<file path="src/rtl/seq_detect_param.sv">
// Parametrised serial bit-pattern detector.
//
// One bit is accepted on X at every rising clk edge where en is high. Q flags
// that the most recent PAT_LEN accepted bits equal PATTERN (MSB = oldest bit).
// Q is either combinational from the history and X (MEALY=1) or registered
// one clock later (MEALY=0). With OVERLAP=0 the history is discarded after a
// match, so the next match needs PAT_LEN fresh bits. match_count counts matches
// since reset and saturates at all-ones.
//
// Ports:
//   clk          in   rising-edge clock
//   reset        in   asynchronous active-low reset, clears all state
//   en           in   bit-valid qualifier for X
//   X            in   serial data bit
//   Q            out  match indication
//   match_count  out  saturating match counter (CNT_W bits)
module seq_detect_param #(
  parameter int unsigned        PAT_LEN = 4,
  parameter logic [PAT_LEN-1:0] PATTERN = 4'b1011,
  parameter bit                 MEALY   = 1'b1,
  parameter bit                 OVERLAP = 1'b1,
  parameter int unsigned        CNT_W   = 8
) (
  input  logic             clk,
  input  logic             reset,
  input  logic             en,
  input  logic             X,
  output logic             Q,
  output logic [CNT_W-1:0] match_count
);

  if (PAT_LEN < 2 || PAT_LEN > 16) begin : g_bad_pat_len
    $error("seq_detect_param: PAT_LEN must be within 2..16");
  end

  // fill only needs to reach PAT_LEN-1, which fits in clog2(PAT_LEN) bits.
  localparam int unsigned       FillW   = (PAT_LEN > 2) ? $clog2(PAT_LEN) : 1;
  localparam logic [FillW-1:0]  FillMax = FillW'(PAT_LEN - 1);

  logic [PAT_LEN-2:0] hist_q, hist_d;
  logic [FillW-1:0]   fill_q, fill_d;
  logic [CNT_W-1:0]   cnt_q,  cnt_d;
  logic               q_q;

  logic [PAT_LEN-1:0] window;
  logic               full;
  logic               match;

  always_comb begin
    window = {hist_q, X};
    // Requiring a full history stops post-reset zeros from matching,
    // including for an all-zero PATTERN.
    full   = (fill_q == FillMax);
    match  = en && full && (window == PATTERN);

    hist_d = hist_q;
    fill_d = fill_q;
    cnt_d  = cnt_q;

    if (en) begin
      hist_d = window[PAT_LEN-2:0];
      if (!full) begin
        fill_d = fill_q + FillW'(1);
      end
      // Non-overlapping: forget the history; stale hist bits are harmless
      // because fill gates the compare until PAT_LEN-1 new bits arrive.
      if (match && !OVERLAP) begin
        fill_d = '0;
      end
    end

    if (match && (cnt_q != {CNT_W{1'b1}})) begin
      cnt_d = cnt_q + CNT_W'(1);
    end
  end

  always_ff @(posedge clk or negedge reset) begin
    if (!reset) begin
      hist_q <= '0;
      fill_q <= '0;
      cnt_q  <= '0;
      q_q    <= 1'b0;
    end else begin
      hist_q <= hist_d;
      fill_q <= fill_d;
      cnt_q  <= cnt_d;
      // Moore register follows match on every edge, en or not.
      q_q    <= match;
    end
  end

  assign Q           = MEALY ? match : q_q;
  assign match_count = cnt_q;

endmodule

</file>
<file path="config.mk">
export PLATFORM = sky130hd
export DESIGN_NAME = seq_detect_param
export DESIGN_NICKNAME = d
export VERILOG_FILES = /design/src/rtl/seq_detect_param.sv
export SDC_FILE = /design/constraint.sdc
export NUM_CORES = 1
export LEC_CHECK = 0
export CAP_MARGIN = 20
export CORE_AREA = 2 2 39 41
export DETAILED_ROUTE_END_ITERATION = 7
export DIE_AREA = 0 0 41 43
export GPL_ROUTABILITY_DRIVEN = 0
export PLACE_DENSITY = 0.83
export SLEW_MARGIN = 10
export SYNTH_ARGS = -nofsm -noshare
export SYNTH_HDL_FRONTEND = slang
export SYNTH_SLANG_ARGS = --single-unit
</file>
<file path="constraint.sdc">
create_clock -name clk -period 3.2 [get_ports clk]
set_clock_uncertainty 0.2 [all_clocks]
set_input_delay 0.64 -clock clk [delete_from_list [all_inputs] [get_ports clk]]
set_output_delay 0.64 -clock clk [all_outputs]
set_load 0.01 [all_outputs]
</file>
==> results of run 1 <==
-- final cells by class --
cell class	instances	area, um2	area share, %
flip-flops and latches	13	325	41.2
multi-input cells	37	279	35.3
repair buffers	14	135	17.1
clock buffers	4	26.3	3.33
well taps	16	20.0	2.54
inverters	1	3.75	0.475
-- synth_stat cells (all sizes together) --
cell    number
or2b         1
nor2         2
nand3        4
xnor2        1
nor3         3
nand4        1
mux2         9
ha           2
buf          1
dfrtp       13
nand2b       1
nand2        6
inv          1
o21ai        1
or3b         1
xor2         3
nor4         2
-- cell families after synthesis --
| logic type | Yosys count | synth area share [%] |
|---|---|---|
| AOI/OAI and AO/OA | 1 | 0.807 |
| xor gates and xnor gates | 4 | 5.66 |
| adders and majority gates | 2 | 4.04 |
| buffers and inverters | 2 | 2.42 |
| DFF | 13 | 52.5 |
| muxes | 9 | 16.4 |
| and+or+nand+nor | 21 | 18.2 |
-- where the power goes --
part	leakage, nW	internal, W	total, W	switching, W
combinational	0.167	0.0000536	0.0000863	0.0000326
clock	0.0150	0.0000483	0.000100	0.0000520
sequential	0.169	0.000192	0.000213	0.0000206
-- final timing paths --
path                            startpoint        endpoint  slack (ns)  cells past startpoint
worst max register to register   fill_q[0]  match_count[7]        1.09                      6
max in group asynchronous            reset       fill_q[1]        1.89                      1
worst max-delay path                    en               Q        0.15                      5
worst min register to register   fill_q[0]       fill_q[0]        0.29                      1
min in group asynchronous            reset  match_count[1]        0.53                      1
worst min-delay path             fill_q[0]       fill_q[0]        0.29                      1
-- flip-flops by register name, summed over array words and instances (netlist names) --
register	count
hist_q	3
match_count	8
fill_q	2
-- through the flow --
stage               cells  worst slack, ns
CTS                    85            0.135
global placement       81            0.142
floorplan              52             1.04
finish                 85            0.146
detailed placement     81            0.136
global route           85           0.0837
-- metal layers --
metal / track usage, % / routed length, um
met1: 17.8 / 412
met3: 4.71 / 53
met2: 22.2 / 504
met4: 4.00 / 13
met5: 0 / 0
-- worst max-delay path: cells and delay by family --
family / cells / cell delay [ns]
buffers and inverters: 3 / 1.09
AND/OR/NAND/NOR: 2 / 0.48
==> flow_metrics.py, run 1 <==
metrics = {
    "status": {
        "status": "finished clean",
    },
    "detailed_routing": {
        "wirelength_um": 985,
        "drc": 0,
        "postRouteAntennaNets": 0,
        "vias": 437,
        "wl_per_cell_um": 11.6,
        "drtPass1Iterations": 4,
        "viasPerCell": 5.14,
        "drt-initial-drc-count": 1,
    },
    "sta": {
        "tns_ns": 0,
        "tightest_slew_ns": 0.582,
        "hold_violations": 0,
        "grt_setup_unrepaired": "no",
        "finalCritPeriodShare_pct": 95.4,
        "worst_hold_slack_ns": 0.286,
        "setup_violations": 0,
        "slew_headroom_pct": 61.0,
        "drv_slew": 0,
        "fmax_mhz": 327,
        "finalCriticalPeriod_ns": 3.05,
    },
    "setup_path": {
        "endpoint_kind": "output port",
        "critPathKind": "in2out",
        "cp.required_ns": 2.36,
        "crit_arrival_ns": 2.21,
        "worstPathCellList": "clkdlybuf4s50_1 > nand4_1 > or3b_1 > inv_1 > clkdlybuf4s50_1",
        "crit_fanout": 2,
        "crit_top_cell": "clkdlybuf4s50_1",
        "critPathMaxStageDelay_ns": 0.53,
        "critPathSlowestCell": "clkdlybuf4s50_1",
        "start_kind": "input pin",
    },
    "yosys": {
        "ys_warn_count": 0,
        "synth_top_area_share_pct": 52.5,
        "synth_area_per_cell_um2": 11.9,
        "synth-seq-cells": 13,
        "syn_area_um2": 619,
        "synth_cell_type_count": 19,
        "synth_cells": 52,
        "synthesis.nets": 58,
        "ys_top_cells_by_area": "dfrtp_1 53%, mux2_2 13%, xor2_1 4.2%",
        "synth_top_cell_by_area": "dfrtp_1",
        "ys_seq_area_share_pct": 52.5,
    },
    "final_layout": {
        "final_cell_mix": "13 x dfrtp_1, 12 x clkdlybuf4s50_1, 7 x mux2_2",
        "fillers": 135,
        "area_growth_pct": 27.5,
        "mostFrequentLayoutCell": "dfrtp_1",
        "final_nets": 76,
        "final_cell_area_um2": 790,
        "antenna_cells": 0,
        "drive_gt1_share_pct": 18.8,
        "post-route-util_pct": 57.1,
    },
    "cts": {
        "cts_setup_buffers": 0,
        "path_clk_slew_ns": 0.07,
        "cts_made_buffers": 3,
        "cts-resized-gates": 0,
        "h-tree-depth": 1,
        "root_buffer": "clkbuf_4",
        "clkLatencyLatePin_ns": 0.27,
        "clkSinkCount": 13,
        "cts_max_path_buffers": 2,
        "cts_tree": "built",
        "hold_buffers": 0,
    },
    "power": {
        "max-vdd-ir-drop_mv": 0.337,
        "finalPower_w": 0.000399,
        "power_leakage_nw": 0.351,
        "p_per_area_nw_per_um2": 506,
    },
    "global_route": {
        "track_usage_pct": 14.1,
        "grt_pass1_wl_um": 1680,
        "antenna_found_initial": 0,
        "grt_max_degree": 14,
        "first_global_vias": 402,
        "grt_overflow_total": 0,
    },
    "die": {
        "start_util_pct": 44.8,
        "rows": 14,
        "coreArea_um2": 1380,
        "die_w_um": 41,
        "die_h_um": 43,
        "io_pins": 13,
        "die-area_um2": 1760,
    },
    "job": {
        "drv_cap": 0,
    },
    "placement": {
        "place_area_um2": 763,
        "hpwlAfterDp_um": 780,
        "port_buffers": 12,
    },
    "min_path": {
        "hold_path_class": "reg2reg",
    },
}
Power figures use the tool's default switching activity.
==> run 2, diff against run 1 <==
Settings changed: TNS_END_PERCENT set to 20.
Clock period 3.2 ns to 3.8 ns, I/O delays scaled along.
==> run 2 against run 1 <==
Against the previous run: hold slack got worse by 0.00080 ns; die area stayed put; register-to-register slack improved by 0.59 ns; first-iteration DRC count rose to 4.0 times the previous value; clock power shrank 16%; critical path type unchanged; cell area fell by 0.79%; global-route usage increased by 0.55 points; critical path depth unchanged; via count fell by 3.7%; largest power group unchanged; non-clock buffer count shrank 1; highest routed layer unchanged; cell count fell by 1.2%.
==> flow_metrics.py, run 2 (same netlist as run 1, synthesis figures left out) <==
metrics = {
    "status": {
        "status": "finished clean",
    },
    "sta": {
        "grt_setup_unrepaired": "no",
        "setup_violations": 0,
        "tns_ns": 0,
        "worst_hold_slack_ns": 0.285,
        "slew_headroom_pct": 61.8,
        "finalCritPeriodShare_pct": 89.1,
        "fmax_mhz": 295,
        "drv_slew": 0,
        "tightest_slew_ns": 0.572,
        "hold_violations": 0,
        "finalCriticalPeriod_ns": 3.39,
    },
    "die": {
        "coreArea_um2": 1380,
        "die_h_um": 43,
        "die-area_um2": 1760,
        "io_pins": 13,
        "rows": 14,
        "die_w_um": 41,
        "start_util_pct": 44.8,
    },
    "setup_path": {
        "worstReg2RegStart": "fill_q[0]",
        "r2r-end": "match_count[7]",
        "crit_top_cell": "clkdlybuf4s50_1",
        "critPathMaxStageDelay_ns": 0.55,
        "crit_arrival_ns": 2.43,
        "cp.required_ns": 2.84,
        "startpoint": "en",
        "start_kind": "input pin",
        "rrSetupSlack_ns": 1.68,
        "endpoint_kind": "output port",
        "crit_buf_inv": 3,
        "crit_family": "buffers and inverters",
        "worstPathCellList": "clkdlybuf4s50_1 > nand4_1 > or3b_1 > inv_1 > clkdlybuf4s50_1",
        "critPathSlowestCell": "clkdlybuf4s50_1",
        "crit_fanout": 5,
        "critPathKind": "in2out",
        "rr_worst_depth": 6,
    },
    "final_layout": {
        "antenna_cells": 0,
        "final_cell_mix": "13 x dfrtp_1, 12 x clkdlybuf4s50_1, 7 x mux2_2",
        "largest_reg_flops": 8,
        "area_growth_pct": 26.5,
        "post-route-util_pct": 56.6,
        "drive_gt1_share_pct": 19.1,
        "final_cell_count_no_fill": 84,
        "fillers": 138,
        "final_nets": 75,
        "mostFrequentLayoutCell": "dfrtp_1",
    },
    "detailed_routing": {
        "wl_per_cell_um": 11.6,
        "wl_met2_um": 469,
        "drtPass1Iterations": 2,
        "drc": 0,
        "route.layer.met1.wl_um": 442,
        "viasPerCell": 5.01,
        "postRouteAntennaNets": 0,
        "wirelength_um": 972,
        "dr_wl_met3_um": 45,
        "vias": 421,
        "dr.max_layer_used": "met4",
        "drt-initial-drc-count": 4,
    },
    "cts": {
        "cts_max_path_buffers": 2,
        "clkSinkCount": 13,
        "cts_setup_buffers": 0,
        "path_clk_slew_ns": 0.08,
        "root_buffer": "clkbuf_4",
        "cts_made_buffers": 3,
        "h-tree-depth": 1,
        "clkLatencyLatePin_ns": 0.28,
        "cts-resized-gates": 0,
        "hold_buffers": 0,
        "cts_tree": "built",
    },
    "min_path": {
        "hp-start": "fill_q[0]",
        "hold_path_depth": 1,
        "hold_path_class": "reg2reg",
        "holdPathEnd": "fill_q[0]",
    },
    "placement": {
        "port_buffers": 12,
        "placed_cells": 80,
        "hpwlAfterDp_um": 752,
    },
    "power": {
        "max-vdd-ir-drop_mv": 0.259,
        "finalPower_w": 0.000332,
        "p_per_area_nw_per_um2": 424,
        "power_leakage_nw": 0.349,
    },
    "global_route": {
        "antenna_found_initial": 0,
        "track_usage_pct": 14.7,
        "grt_max_degree": 14,
        "grt_pass1_wl_um": 1660,
        "grt_overflow_total": 0,
        "first_global_vias": 404,
    },
    "job": {
        "drv_cap": 0,
    },
}
-- run 2: metrics by stage --
step	setup slack [ns]	instance area, um2
floorplan	1.40	619
global placement	0.415	756
detailed placement	0.409	756
CTS	0.409	783
global route	0.305	783
finish	0.414	783
-- run 2: how the worst max path moves through the flow --
stage | end | slack (ns) | cells after the start
floorplan | Q | 1.40 | 4
global placement | Q | 0.41 | 5
detailed placement | Q | 0.41 | 5
CTS | Q | 0.41 | 5
global route | Q | 0.31 | 5
finish | Q | 0.41 | 5
-- run 2: area by class of cell --
cell class | instances | area, um2 | share of cell area (%)
flip-flops and latches | 13 | 325 | 41.5
multi-input cells | 37 | 279 | 35.6
repair buffers | 13 | 128 | 16.3
clock buffers | 3 | 22.5 | 2.88
well taps | 16 | 20.0 | 2.56
clock inverters | 1 | 5.00 | 0.639
inverters | 1 | 3.75 | 0.479
-- run 2: power breakdown --
group	total, W	leakage, nW	switching [W]	internal (W)
registers	0.000179	0.169	0.0000176	0.000162
clock network	0.0000841	0.0177	0.0000451	0.0000390
logic	0.0000691	0.162	0.0000254	0.0000436
-- run 2: per-layer routing --
metal	up-vias	GRT usage, %
li1	213	-
met1	195	17.2
met2	11	21.6
met3	2	4.71
met4	0	10.0
met5	-	0
